**config.mk**
```make
export PLATFORM = sky130hd
export DESIGN_NAME = adc_frame_sync_gen_flat
export DESIGN_NICKNAME = d
export VERILOG_FILES = /design/src/rtl/adc_frame_sync_gen_if.sv /design/src/rtl/adc_frame_sync_gen.sv /design/src/flat_wrapper.sv
export SDC_FILE = /design/constraint.sdc
export NUM_CORES = 1
export LEC_CHECK = 0
export ABC_CLOCK_PERIOD_IN_PS = 6400
export CAP_MARGIN = 20
export CELL_PAD_IN_SITES_DETAIL_PLACEMENT = 1
export CELL_PAD_IN_SITES_GLOBAL_PLACEMENT = 2
export CORE_AREA = 2 2 121 123
export DETAILED_ROUTE_END_ITERATION = 16
export DIE_AREA = 0 0 123 125
export GPL_TIMING_DRIVEN = 0
export MAX_ROUTING_LAYER = met4
export PLACE_DENSITY = 0.86
export SYNTH_ARGS = -nofsm -noshare
export SYNTH_HDL_FRONTEND = slang
export SYNTH_SLANG_ARGS = --single-unit
```
**constraint.sdc**
```tcl
create_clock -name clk -period 6.4 [get_ports clk]
set_clock_uncertainty 0.2 [all_clocks]
set_input_delay 1.92 -clock clk [delete_from_list [all_inputs] [get_ports clk]]
set_output_delay 1.92 -clock clk [all_outputs]
set_load 0.02 [all_outputs]
```
**src/rtl/adc_frame_sync_gen_if.sv**
```systemverilog
// ----------------------------------------------------------------------------
// adc_frame_sync_gen_if
//   Framed 4-lane output bus of the ADC frame sync generator (en_sync/cnt_sync
//   framing consumed by the pipeline delay stages).
//   Signals:
//     en_sync_out   lane data / count qualifier
//     cnt_sync_out  beat index within the frame (BITWIDTH+2 bits)
//     dout0..dout3  lane data, lane0 = oldest sample
//     frame_start   beat 0 of a frame
//     sub_start     first beat of a sub-frame
//   Modports: master = generator (drives), slave = consumer (receives).
// ----------------------------------------------------------------------------
interface adc_frame_sync_gen_if #(
  parameter int BITWIDTH = 7
);
  logic                  en_sync_out;
  logic [BITWIDTH+1:0]   cnt_sync_out;
  logic [15:0]           dout0;
  logic [15:0]           dout1;
  logic [15:0]           dout2;
  logic [15:0]           dout3;
  logic                  frame_start;
  logic                  sub_start;

  modport master (
    output en_sync_out, cnt_sync_out, dout0, dout1, dout2, dout3, frame_start, sub_start
  );

  modport slave (
    input en_sync_out, cnt_sync_out, dout0, dout1, dout2, dout3, frame_start, sub_start
  );
endinterface

```
**src/rtl/adc_frame_sync_gen.sv**
```systemverilog
// ----------------------------------------------------------------------------
// adc_frame_sync_gen
//   Frames raw 4-lane ADC beats (4 x 16b samples per clk) into frames of
//   FFT_POINT samples (FRAME_CYC = FFT_POINT/4 beats) and emits them with an
//   en_sync qualifier, an in-frame beat count and frame/sub-frame markers.
//   A frame, once started, is always emitted complete unless rst intervenes.
//   Ports:
//     clk, rst          clock, synchronous active-high reset
//     start, stop       framing control pulses
//     adc_valid, din0-3 ADC beat input (din0 = oldest sample)
//     busy              registered, high in ARM/RUN/DRAIN
//     fr                framed output bus (master side); its BITWIDTH must
//                       match this module's BITWIDTH
//   Latency din/adc_valid -> dout/en_sync_out is one clock.
// ----------------------------------------------------------------------------
module adc_frame_sync_gen #(
  parameter int BITWIDTH      = 7,
  parameter int FFT_POINT     = 512,
  parameter int SUB_FFT_POINT = 512
) (
  input  logic        clk,
  input  logic        rst,
  input  logic        start,
  input  logic        stop,
  input  logic        adc_valid,
  input  logic [15:0] din0,
  input  logic [15:0] din1,
  input  logic [15:0] din2,
  input  logic [15:0] din3,
  output logic        busy,
  adc_frame_sync_gen_if.master fr
);

  localparam int CW        = BITWIDTH + 2;
  localparam int FRAME_CYC = FFT_POINT / 4;
  localparam int SUB_CYC   = SUB_FFT_POINT / 4;

  localparam logic [CW-1:0] LAST_BEAT = CW'(FRAME_CYC - 1);
  localparam logic [CW-1:0] SUB_LEN   = CW'(SUB_CYC);

  typedef enum logic [1:0] {
    IDLE  = 2'd0,
    ARM   = 2'd1,
    RUN   = 2'd2,
    DRAIN = 2'd3
  } state_t;

  state_t              state_q, state_d;
  logic [CW-1:0]       beat_q, beat_d;        // index of the next beat to emit
  logic                stop_pend_q, stop_pend_d;
  logic                en_q, en_d;
  logic [CW-1:0]       cnt_q, cnt_d;
  logic [3:0][15:0]    dout_q, dout_d;
  logic                fs_q, fs_d;
  logic                ss_q, ss_d;
  logic                busy_q, busy_d;
  logic                emit_s;
  logic                last_s;

  assign last_s = (beat_q == LAST_BEAT);

  // Next-state, beat counter and output-register computation
  always_comb begin
    state_d     = state_q;
    beat_d      = beat_q;
    stop_pend_d = stop_pend_q;
    en_d        = 1'b0;
    cnt_d       = cnt_q;
    dout_d      = dout_q;
    fs_d        = 1'b0;
    ss_d        = 1'b0;
    busy_d      = 1'b0;
    emit_s      = 1'b0;

    case (state_q)
      IDLE: begin
        if (start && !stop) begin
          state_d = ARM;
        end else begin
          state_d = IDLE;
        end
      end
      ARM: begin
        // stop wins over a coincident first beat: nothing is emitted
        if (stop) begin
          state_d = IDLE;
        end else if (adc_valid) begin
          emit_s  = 1'b1;
          state_d = RUN;
        end else begin
          state_d = ARM;
        end
      end
      RUN: begin
        emit_s = adc_valid;
        if (stop || stop_pend_q) begin
          if (adc_valid && last_s) begin
            state_d = IDLE;
          end else if (adc_valid || (beat_q != '0)) begin
            // a frame is in progress (or starts now): finish it
            state_d = DRAIN;
          end else begin
            // sitting on a frame boundary: nothing left to finish
            state_d = IDLE;
          end
        end else begin
          state_d = RUN;
        end
      end
      DRAIN: begin
        emit_s = adc_valid;
        if (adc_valid && last_s) begin
          state_d = IDLE;
        end else begin
          state_d = DRAIN;
        end
      end
      default: begin
        state_d = IDLE;
      end
    endcase

    if (emit_s) begin
      en_d   = 1'b1;
      cnt_d  = beat_q;
      dout_d = {din3, din2, din1, din0};
      fs_d   = (beat_q == '0);
      ss_d   = ((beat_q % SUB_LEN) == '0);
      beat_d = last_s ? '0 : (beat_q + 1'b1);
    end else if (state_q == IDLE) begin
      beat_d = '0;
    end else begin
      beat_d = beat_q;
    end

    if (state_d == IDLE) begin
      stop_pend_d = 1'b0;
    end else if (((state_q == RUN) || (state_q == DRAIN)) && stop) begin
      stop_pend_d = 1'b1;
    end else begin
      stop_pend_d = stop_pend_q;
    end

    busy_d = (state_d != IDLE);
  end

  // State and output registers with synchronous reset
  always_ff @(posedge clk) begin
    if (rst) begin
      state_q     <= IDLE;
      beat_q      <= '0;
      stop_pend_q <= 1'b0;
      en_q        <= 1'b0;
      cnt_q       <= '0;
      dout_q      <= '0;
      fs_q        <= 1'b0;
      ss_q        <= 1'b0;
      busy_q      <= 1'b0;
    end else begin
      state_q     <= state_d;
      beat_q      <= beat_d;
      stop_pend_q <= stop_pend_d;
      en_q        <= en_d;
      cnt_q       <= cnt_d;
      dout_q      <= dout_d;
      fs_q        <= fs_d;
      ss_q        <= ss_d;
      busy_q      <= busy_d;
    end
  end

  assign busy            = busy_q;
  assign fr.en_sync_out  = en_q;
  assign fr.cnt_sync_out = cnt_q;
  assign fr.dout0        = dout_q[0];
  assign fr.dout1        = dout_q[1];
  assign fr.dout2        = dout_q[2];
  assign fr.dout3        = dout_q[3];
  assign fr.frame_start  = fs_q;
  assign fr.sub_start    = ss_q;

endmodule

```
**src/flat_wrapper.sv**
```systemverilog
// flat-port wrapper written by rule: the top's interface ports become plain ports
module adc_frame_sync_gen_flat 
#(
  parameter int BITWIDTH      = 7,
  parameter int FFT_POINT     = 512,
  parameter int SUB_FFT_POINT = 512
)
  (clk, rst, start, stop, adc_valid, din0, din1, din2, din3, busy, fr_en_sync_out, fr_cnt_sync_out, fr_dout0, fr_dout1, fr_dout2, fr_dout3, fr_frame_start, fr_sub_start);
  adc_frame_sync_gen_if #(.BITWIDTH(BITWIDTH)) fr_i ();
  input  logic clk;
  input  logic rst;
  input  logic start;
  input  logic stop;
  input  logic adc_valid;
  input  logic [15:0] din0;
  input  logic [15:0] din1;
  input  logic [15:0] din2;
  input  logic [15:0] din3;
  output logic busy;
  output wire logic [$bits(fr_i.en_sync_out)-1:0] fr_en_sync_out;
  output wire logic [$bits(fr_i.cnt_sync_out)-1:0] fr_cnt_sync_out;
  output wire logic [$bits(fr_i.dout0)-1:0] fr_dout0;
  output wire logic [$bits(fr_i.dout1)-1:0] fr_dout1;
  output wire logic [$bits(fr_i.dout2)-1:0] fr_dout2;
  output wire logic [$bits(fr_i.dout3)-1:0] fr_dout3;
  output wire logic [$bits(fr_i.frame_start)-1:0] fr_frame_start;
  output wire logic [$bits(fr_i.sub_start)-1:0] fr_sub_start;
  assign fr_en_sync_out = fr_i.en_sync_out;
  assign fr_cnt_sync_out = fr_i.cnt_sync_out;
  assign fr_dout0 = fr_i.dout0;
  assign fr_dout1 = fr_i.dout1;
  assign fr_dout2 = fr_i.dout2;
  assign fr_dout3 = fr_i.dout3;
  assign fr_frame_start = fr_i.frame_start;
  assign fr_sub_start = fr_i.sub_start;
  adc_frame_sync_gen #(.BITWIDTH(BITWIDTH), .FFT_POINT(FFT_POINT), .SUB_FFT_POINT(SUB_FFT_POINT)) u_core (.clk(clk), .rst(rst), .start(start), .stop(stop), .adc_valid(adc_valid), .din0(din0), .din1(din1), .din2(din2), .din3(din3), .busy(busy), .fr(fr_i));
endmodule
```
==> out/results.ini, run 1 <==
[sta]
tightest_slew_ns = 0.8198
period_minus_slack_ns = 3.985
slew_headroom = 0.4484
tns_ns = 0
achievable-frequency_mhz = 250.9
layout_setup_ws_ns = 2.415
setup_viol = 0
slew_violations = 0
hold_ws_ns = 0.2535
finalHoldViolations = 0
min_period_over_period = 0.6227
rsz0062_at_grt = no

[cts]
cts_buffer_depth = 2
clock-root-buffer = clkbuf_16
cts_buffers = 9
clock-sinks = 89
clock_latency_ns = 0.34
cts_setup_buffers = 0
ctsHtreeMaxLevel = 3
cts_resized = 0
cts_tree = built
ctsHoldBuffers = 0
clk_pin_slew_ns = 0.06

[die]
dieArea_sq_um = 15380
core_sq_um = 14200
row_count = 44
die_y_um = 125
die_x_um = 123
io_pins = 146
start_util = 0.2343

[yosys]
netlist_instances = 419
synth_edf_count = 0
yosysTopAreaCell = dfxtp_1
synthFlopType = dfxtp_1
synthesis.nets = 490
ys_seq_area_frac = 0.5353
ys_async_sr_fraction = 0
synth_area_sq_um = 3328
yosysTopAreaCellShare = 0.5353
synth.avg_cell_area_sq_um = 7.943
yosys_warnings = 0
ys_ff_latch = 89
yosysUniqueCellTypes = 40
synth.area.top_cells = dfxtp_1 54%, nand2_1 17%, a21oi_1 12%

[placed_design]
portBuffers = 144
gp_congestion = 0.7961
dpl.hpwl_mm = 8.314
pre_cts_ws_ns = 1.994
dpl-instance-area_sq_um = 5000

[flow_run]
drv_cap = 0

[final_layout]
fin_nets = 645
mostFrequentLayoutCells = 151 x nand2_1, 144 x clkdlybuf4s50_1, 89 x dfxtp_1
fill_cells = 1727
insertedDiodeCount = 0
final_area_sq_um = 5294
syn_to_final_growth_pct = 59.06
layout_commonest_cell = nand2_1
drive_above_1_share = 0.05181

[grt]
grt_antenna_before_repair = 0
grt_max_degree = 14
grt_overflow = 0
grt_pass1_vias = 3626
grt_usage = 0.1519
grt_pass1_wl_mm = 17.72

[detailed_routing]
drt.antenna.violating_nets = 0
drt-initial-drc-count = 93
num_vias = 3382
routed_wl_mm = 10.91
drtPass1Iterations = 4
wl_per_cell_um = 14.29
avgViaCountPerCell = 4.433
post-route-drc-count = 0

[setup_path]
worst_path_max_delay_cell = clkdlybuf4s50_1
critPathRequiredTime_ns = 6.46
cp-end-kind = flop
crit_path_max_incr_delay_ns = 0.61
regToRegSetupSlack_ns = 3.97
cp-start-kind = input pin
crit_type = in -> reg
path_max_fanout = 10
worst-endpoint-arrival_ns = 4.05
crit_chain = clkdlybuf4s50_1, nor2b_1, o21ai_2, buf_2, buf_1, nand2_1, a21oi_1
ff2ff_path_depth = 6
rr_endpoint = u_core.stop_pend_q
rr_startpoint = u_core.beat_q[0]

[power_and_ir_drop]
p_leak_nw = 1.778
vdd_drop_max_mv = 0.09504
power_density_nw_per_um2 = 226.5

[worst_hold_path]
min_to = u_core.fr.cnt_sync_out[6]
min_from = u_core.fr.cnt_sync_out[6]
hold_path_class = reg -> reg
hold_path_depth = 2

[outcome]
outcome = complete, no violations

## final cells by class
type	count	area (sq um)	area share
Sequential cell	89	1782	0.3366
Timing Repair Buffer	144	1441	0.2723
Multi-Input combinational cell	295	1383	0.2612
Clock buffer	14	284.0	0.05365
Tap cell	184	230.2	0.04349
Buffer	30	145.1	0.02742
Inverter	5	18.77	0.003545
Clock inverter	2	10.01	0.001891
## sequential cells by signal (all words and copies together) (netlist names), 2 cells and up
| register | count |
|---|---|
| u_core.fr.cnt_sync_out | 9 |
| u_core.fr.dout3 | 16 |
| u_core.fr.dout1 | 16 |
| u_core.beat_q | 9 |
| u_core.fr.dout0 | 16 |
| u_core.fr.dout2 | 16 |
| u_core.state_q | 2 |
## worst max-delay path, delay by kind of cell
kind	cells	cell delay, ns
simple gates	2	0.22
buf+inv	3	1.33
compound gates	2	0.58
## layer usage
layer  track usage  wire, um  vias up
met1        0.1686      4506     1601
met5             -         0        -
met2        0.2522      5522       82
met4       0.06551       244        0
met3       0.04288       632       15
li1              -         -     1684
## cell families after synthesis
group	count (synthesis)	share of synthesized area
flip-flops	89	0.5353
XOR/XNOR	2	0.005264
AND/OR/NAND/NOR	190	0.2368
adder cells (fa/ha/maj)	2	0.007518
buffers and inverters	35	0.04925
multiplexers	1	0.003008
AO/OA/AOI/OAI	100	0.1628
## Yosys cell counts, types with 2 or more instances
library cell / number
nand2_1: 151
o21ai_0: 4
o21ai_1: 2
nor3b_1: 2
buf_2: 5
clkbuf_1: 17
buf_1: 2
inv_1: 5
a21oi_1: 82
nor4_1: 3
xor2_1: 2
ha_1: 2
nand2b_1: 2
nor3_1: 3
nand3_1: 4
dfxtp_1: 89
buf_4: 5
nor2_1: 16
or3_1: 2
## per-stage QoR
step	power [mW]	instances	utilization
CTS	1.222	763	0.3727
detailed placement	0.6989	747	0.3520
global route	1.254	763	0.3727
floorplan	0.6242	419	-
finish	1.199	763	0.3727
global placement	0.6953	747	0.3520
## worst max path at each step
| stage | end | startpoint | slack (ns) | cells after the start |
|---|---|---|---|---|
| after global routing | u_core.fr.dout1[5] | stop | 2.14 | 7 |
| after floorplan | u_core.stop_pend_q | adc_valid | 2.98 | 6 |
| after detailed placement | u_core.fr.dout1[5] | stop | 1.99 | 7 |
| final | u_core.fr.dout1[5] | stop | 2.42 | 7 |
| after global placement | u_core.fr.dout0[1] | stop | 2.10 | 7 |
| after CTS | u_core.fr.dout1[5] | stop | 2.36 | 7 |
## power breakdown
part           total [mW]  switching, mW  internal, mW
Combinational       0.116         0.0526        0.0629
Sequential          0.569        0.00546         0.564
Clock               0.515          0.210         0.304
Total                1.20          0.268         0.931
Power figures use the tool's default switching activity.
==> run 2, diff against run 1 <==
--- a/config.mk
+++ b/config.mk
@@ -5,16 +5,16 @@
 export SDC_FILE = /design/constraint.sdc
 export NUM_CORES = 1
 export LEC_CHECK = 0
-export ABC_CLOCK_PERIOD_IN_PS = 6400
+export ABC_CLOCK_PERIOD_IN_PS = 3400
 export CAP_MARGIN = 20
 export CELL_PAD_IN_SITES_DETAIL_PLACEMENT = 1
 export CELL_PAD_IN_SITES_GLOBAL_PLACEMENT = 2
-export CORE_AREA = 2 2 121 123
+export CORE_AREA = 2 2 132 134
 export DETAILED_ROUTE_END_ITERATION = 16
-export DIE_AREA = 0 0 123 125
+export DIE_AREA = 0 0 134 136
 export GPL_TIMING_DRIVEN = 0
 export MAX_ROUTING_LAYER = met4
-export PLACE_DENSITY = 0.86
+export PLACE_DENSITY = 0.77
 export SYNTH_ARGS = -nofsm -noshare
 export SYNTH_HDL_FRONTEND = slang
 export SYNTH_SLANG_ARGS = --single-unit
==> constraint.sdc (replaced) <==
create_clock -name clk -period 3.4 [get_ports clk]
set_clock_uncertainty 0.2 [all_clocks]
set_input_delay 1.02 -clock clk [delete_from_list [all_inputs] [get_ports clk]]
set_output_delay 1.02 -clock clk [all_outputs]
set_load 0.02 [all_outputs]
==> run 2 against run 1 <==
Against the previous run:
- clock power increased by 110%
- cell count increased by 5.4%
- die area increased by 19%
- register-to-register slack got worse by 3.1 ns
- largest power group is now the clock network
==> out/results.ini, run 2 (synthesis gave the netlist of run 1 again) <==
[cts]
cts_buffer_depth = 2
ctsHoldBuffers = 0
cts_tree = built
cts_buffers = 9
ctsHtreeMaxLevel = 3
cts_resized = 0
clk_pin_slew_ns = 0.06
clock-root-buffer = clkbuf_16
clock-sinks = 89
clock_latency_ns = 0.35
cts_setup_buffers = 0

[final_layout]
fin_nets = 645
fill_cells = 1982
drive_above_1_share = 0.05181
syn_to_final_growth_pct = 61.65
multi_input_area_sq_um = 1390
mostFrequentLayoutCells = 151 x nand2_1, 144 x clkdlybuf4s50_1, 89 x dfxtp_1
final-seq-area_sq_um = 1782
layout_commonest_cell = nand2_1
insertedDiodeCount = 0

[power_and_ir_drop]
p_switching_mw = 0.5298
power.share.clock = 0.456
combPwrFrac = 0.092
p_leak_nw = 1.790
intPower_mw = 1.842
total_power_mw = 2.372
vdd_drop_max_mv = 0.2295
seq_power_share = 0.452
power_density_nw_per_um2 = 440.9
sw_frac_of_total = 0.2234

[setup_path]
path_max_fanout = 10
critPathRequiredTime_ns = 3.48
crit_type = in -> reg
cp-start-kind = input pin
worst_path_max_delay_cell = clkdlybuf4s50_1
worst-endpoint-arrival_ns = 3.13
crit_path_max_incr_delay_ns = 0.55
cp-end-kind = flop
crit_chain = clkdlybuf4s50_1, nor2b_1, nor2_1, nor2_1, buf_2, buf_2, nand2_1, a21oi_1

[detailed_routing]
drt-initial-drc-count = 108
wl_per_cell_um = 14.23
avgViaCountPerCell = 4.215
num_vias = 3389
drtPass1Iterations = 4
routed_wl_mm = 11.44
drt.antenna.violating_nets = 0
post-route-drc-count = 0

[sta]
tightest_slew_ns = 0.9298
achievable-frequency_mhz = 328.0
period_minus_slack_ns = 3.049
slew_violations = 0
setup_viol = 0
finalHoldViolations = 0
rsz0062_at_grt = no
min_period_over_period = 0.8966
slew_headroom = 0.3744
layout_setup_ws_ns = 0.3515

[outcome]
outcome = complete, no violations

[die]
row_count = 48
die_y_um = 136
die_x_um = 134
core_sq_um = 16880
dieArea_sq_um = 18220
io_pins = 146
start_util = 0.1972

[grt]
grt_overflow = 0
grt_pass1_vias = 3515
grt_usage = 0.1309
grt_antenna_before_repair = 0
grt_max_degree = 15
grt_pass1_wl_mm = 18.02

[placed_design]
portBuffers = 144
dpl.hpwl_mm = 8.607
pre_cts_ws_ns = -0.1424
gp_congestion = 0.7518

[flow_run]
drv_cap = 0

[worst_hold_path]
hold_path_class = reg -> reg

==> run 2: changes by cell type in the layout (fill, tap and decap cells not counted), sizes merged <==
cell    change
clkbuf      -3
clkinv      +1
bufinv      +2
==> run 2: metal layers <==
layer  share of wire  up-vias  GRT usage
met5               0        -          -
met4           0.012        0    0.03723
met3           0.065       14    0.04884
met2            0.49       81     0.2208
met1            0.43     1605     0.1454
li1                -     1689          -
==> run 2: worst paths after layout <==
kind / to / depth (start not counted) / slack, ns / from
setup / recovery: u_core.fr.cnt_sync_out[1] / 8 / 0.35 / stop
setup reg to reg: u_core.stop_pend_q / 6 / 0.84 / u_core.beat_q[0]
hold reg to reg: u_core.fr.dout0[1] / 2 / 0.25 / u_core.fr.dout0[1]
hold / removal: u_core.fr.dout0[1] / 2 / 0.25 / u_core.fr.dout0[1]
==> run 2: per-stage QoR <==
step | area, sq um | TNS, ns | utilization | std cells | hold slack (ns)
floorplan | 3328 | 0 | - | 419 | 0.2867
global placement | 5051 | -1.526 | 0.2993 | 788 | 0.2422
detailed placement | 5051 | -2.338 | 0.2993 | 788 | 0.2475
CTS | 5373 | 0 | 0.3184 | 804 | 0.2562
global route | 5380 | 0 | 0.3188 | 804 | 0.2782
finish | 5380 | 0 | 0.3188 | 804 | 0.2529
==> run 2: area by class of cell <==
| type | count | area share |
|---|---|---|
| flip-flops and latches | 89 | 0.3312 |
| clock inverters | 5 | 0.01465 |
| inverters | 5 | 0.003488 |
| clock buffers | 11 | 0.04512 |
| well taps | 225 | 0.05233 |
| repair buffers | 144 | 0.2679 |
| plain buffers | 30 | 0.02698 |
| multi-input cells | 295 | 0.2584 |
==> run 2: power by group through the flow <==
stage / Clock [mW] / Sequential, mW / Combinational, mW
after floorplan: 0 / 1.11 / 0.0609
after global placement: 0 / 1.09 / 0.218
after detailed placement: 0 / 1.09 / 0.222
after CTS: 1.13 / 1.07 / 0.223
after global routing: 1.17 / 1.07 / 0.239
final: 1.08 / 1.07 / 0.219
==> run 2: critical path: cells and delay by family <==
family | cells | cell delay (ns)
buffers and inverters | 3 | 1.16
AND/OR/NAND/NOR | 4 | 0.80
AO/OA/AOI/OAI | 1 | 0.13
==> run 3, diff against run 2 <==
--- a/config.mk
+++ b/config.mk
@@ -5,6 +5,7 @@
 export SDC_FILE = /design/constraint.sdc
 export NUM_CORES = 1
 export LEC_CHECK = 0
+export ABC_AREA = 1
 export ABC_CLOCK_PERIOD_IN_PS = 3400
 export CAP_MARGIN = 20
 export CELL_PAD_IN_SITES_DETAIL_PLACEMENT = 1
@@ -12,9 +13,8 @@
 export CORE_AREA = 2 2 132 134
 export DETAILED_ROUTE_END_ITERATION = 16
 export DIE_AREA = 0 0 134 136
-export GPL_TIMING_DRIVEN = 0
 export MAX_ROUTING_LAYER = met4
-export PLACE_DENSITY = 0.77
+export PLACE_DENSITY = 0.78
 export SYNTH_ARGS = -nofsm -noshare
 export SYNTH_HDL_FRONTEND = slang
 export SYNTH_SLANG_ARGS = --single-unit
==> run 3 against run 2 <==
Against the previous run:
- synthesized cell count increased by 2.6%
- die area did not move
- core utilization shrank 0.60 points
- synthesized area is essentially flat
- cell count shrank 1.0%
- flip-flop and latch count unchanged
- routed wire length is 3.5% lower
- hold slack improved by 0.045 ns
- largest power group is now registers
- highest routed layer unchanged
==> out/results.ini, run 3 <==
[yosys]
netlist_instances = 430
ys_async_sr_fraction = 0
synth_edf_count = 0
yosysTopAreaCellShare = 0.5355
yosys.area_share.simple = 0.2268
synth_xor_area_frac = 0
synth.avg_cell_area_sq_um = 7.737
synthAdderAreaFrac = 0.007522
yosys_warnings = 0
synth_compound_gate_area_share = 0.1621
synthFlopType = dfxtp_1
yosys-top-cells-count = 140 x nor2_1, 89 x dfxtp_1, 69 x o21ai_0
ys_seq_area_frac = 0.5355
synth_area_sq_um = 3327
yosysMostFrequentCell = nor2_1
yosysTopAreaCell = dfxtp_1
synth_top_family_by_area = simple AND/OR/NAND/NOR gates
synthMuxAreaShare = 0
yosysUniqueCellTypes = 24
synth.area.top_cells = dfxtp_1 54%, nor2_1 16%, o21ai_0 10%
ys_ff_latch = 89
synthesis.nets = 501

[setup_path]
crit_type = in -> reg
crit_path_max_incr_delay_ns = 0.52
regToRegSetupSlack_ns = 1.52
crit_start = stop
worst-endpoint-arrival_ns = 2.70
cp-end-kind = flop
cp-start-kind = input pin
cp-endpoint = u_core.fr.dout1[12]
crit_chain = clkdlybuf4s50_1, inv_1, nand2_1, o21ai_4, inv_2, buf_12, nor2_1, nor2_1
ff2ff_path_depth = 8
path_max_fanout = 42
crit_path_frequent_cell = nor2_1
worst_path_max_delay_cell = clkdlybuf4s50_1
rr_startpoint = u_core.beat_q[1]
rr_endpoint = u_core.beat_q[7]
critPathRequiredTime_ns = 3.48

[power_and_ir_drop]
combPwrFrac = 0.123
vdd_drop_max_mv = 0.2210
power.share.clock = 0.425
intPower_mw = 1.846
power_density_nw_per_um2 = 461.4
p_switching_mw = 0.5894
p_leak_nw = 2.113
total_power_mw = 2.436
sw_frac_of_total = 0.2420
seq_power_share = 0.452

[final_layout]
final_area_sq_um = 5279
syn_to_final_growth_pct = 58.67
final_util = 0.3128
drive_above_1_share = 0.05254
fin_nets = 637
layout_commonest_cell = clkdlybuf4s50_1
fill_cells = 2013
mostFrequentLayoutCells = 145 x clkdlybuf4s50_1, 140 x nor2_1, 89 x dfxtp_1
insertedDiodeCount = 0

[sta]
finalHoldViolations = 0
rsz0062_at_grt = no
setup_viol = 0
min_period_over_period = 0.7698
period_minus_slack_ns = 2.617
tightest_slew_ns = 0.4964
achievable-frequency_mhz = 382.0
tns_ns = 0
slew_violations = 0
slew_headroom = 0.6686

[detailed_routing]
post-route-drc-count = 0
avgViaCountPerCell = 4.181
drtPass1Iterations = 4
num_vias = 3328
routed_wl_mm = 11.04
wl_per_cell_um = 13.87
drt.antenna.violating_nets = 0
drt-initial-drc-count = 122

[worst_hold_path]
min_from = u_core.beat_q[7]
hold_path_class = reg -> reg

[grt]
grt_pass1_vias = 3543
grt_overflow = 0
grt_pass1_wl_mm = 17.75
grt_usage = 0.1274
grt_max_degree = 56
grt_antenna_before_repair = 0

[cts]
clock-root-buffer = clkbuf_16
ctsHoldBuffers = 0
clk_pin_slew_ns = 0.07
cts_setup_buffers = 0
cts_buffers = 9
cts_buffer_depth = 2
cts_tree = built
clock-sinks = 89
clock_latency_ns = 0.34
cts_resized = 0
ctsHtreeMaxLevel = 3

[die]
core_sq_um = 16880
die_y_um = 136
start_util = 0.1971
die_x_um = 134
dieArea_sq_um = 18220
io_pins = 146
row_count = 48

[outcome]
outcome = complete, no violations

[flow_run]
drv_cap = 0

[placed_design]
dpl.hpwl_mm = 7.836
portBuffers = 145
gp_congestion = 0.7905
dpl-instance-area_sq_um = 4971

-- run 3: worst max-delay path: cells and delay by family --
family                 cells  cell delay [ns]
buffers and inverters      4             1.26
AND/OR/NAND/NOR            3             0.30
AO/OA/AOI/OAI              1             0.09
-- run 3: power groups by stage --
stage | clock network [mW] | logic, mW | registers (mW)
6_report | 1.04 | 0.299 | 1.10
5_1_grt | 1.12 | 0.324 | 1.11
4_1_cts | 1.08 | 0.304 | 1.10
3_5_place_dp | 0 | 0.302 | 1.12
3_3_place_gp | 0 | 0.298 | 1.12
2_1_floorplan | 0 | 0.0778 | 1.17
-- run 3: layout make-up --
class                   count  area [sq um]  share of cell area
well taps                 225         281.5             0.05333
inverters                  20         75.07             0.01422
clock inverters             4         51.30            0.009718
flip-flops and latches     89          1782              0.3375
multi-input cells         296          1319              0.2498
repair buffers            150          1514              0.2868
clock buffers              12         256.5             0.04859
-- run 3: worst min path at each step --
stage	endpoint	slack [ns]	depth (start not counted)
2_1_floorplan	u_core.beat_q[7]	0.26	2
3_3_place_gp	u_core.beat_q[7]	0.27	2
3_5_place_dp	u_core.beat_q[7]	0.29	2
4_1_cts	u_core.beat_q[7]	0.30	2
5_1_grt	u_core.beat_q[7]	0.31	2
6_report	u_core.beat_q[7]	0.30	2
-- run 3: through the flow --
| step | instances | setup WS, ns | hold slack (ns) |
|---|---|---|---|
| 2_1_floorplan | 430 | 1.292 | 0.2569 |
| 3_3_place_gp | 780 | 0.4549 | 0.2688 |
| 3_5_place_dp | 780 | 0.4054 | 0.2886 |
| 4_1_cts | 796 | 0.7681 | 0.2980 |
| 5_1_grt | 796 | 0.6213 | 0.3107 |
| 6_report | 796 | 0.7825 | 0.2975 |
-- run 3: cells by family after synthesis --
group	Yosys count
simple gates	189
fa+ha+maj	2
flops	89
buf+inv	45
compound gates	105
-- run 3: routing by layer --
layer,GRT usage,wire (um),up-vias
li1,-,-,1660
met1,0.1463,5089,1543
met2,0.2068,5025,107
met3,0.04661,738,18
met4,0.04196,186,0
met5,-,0,-
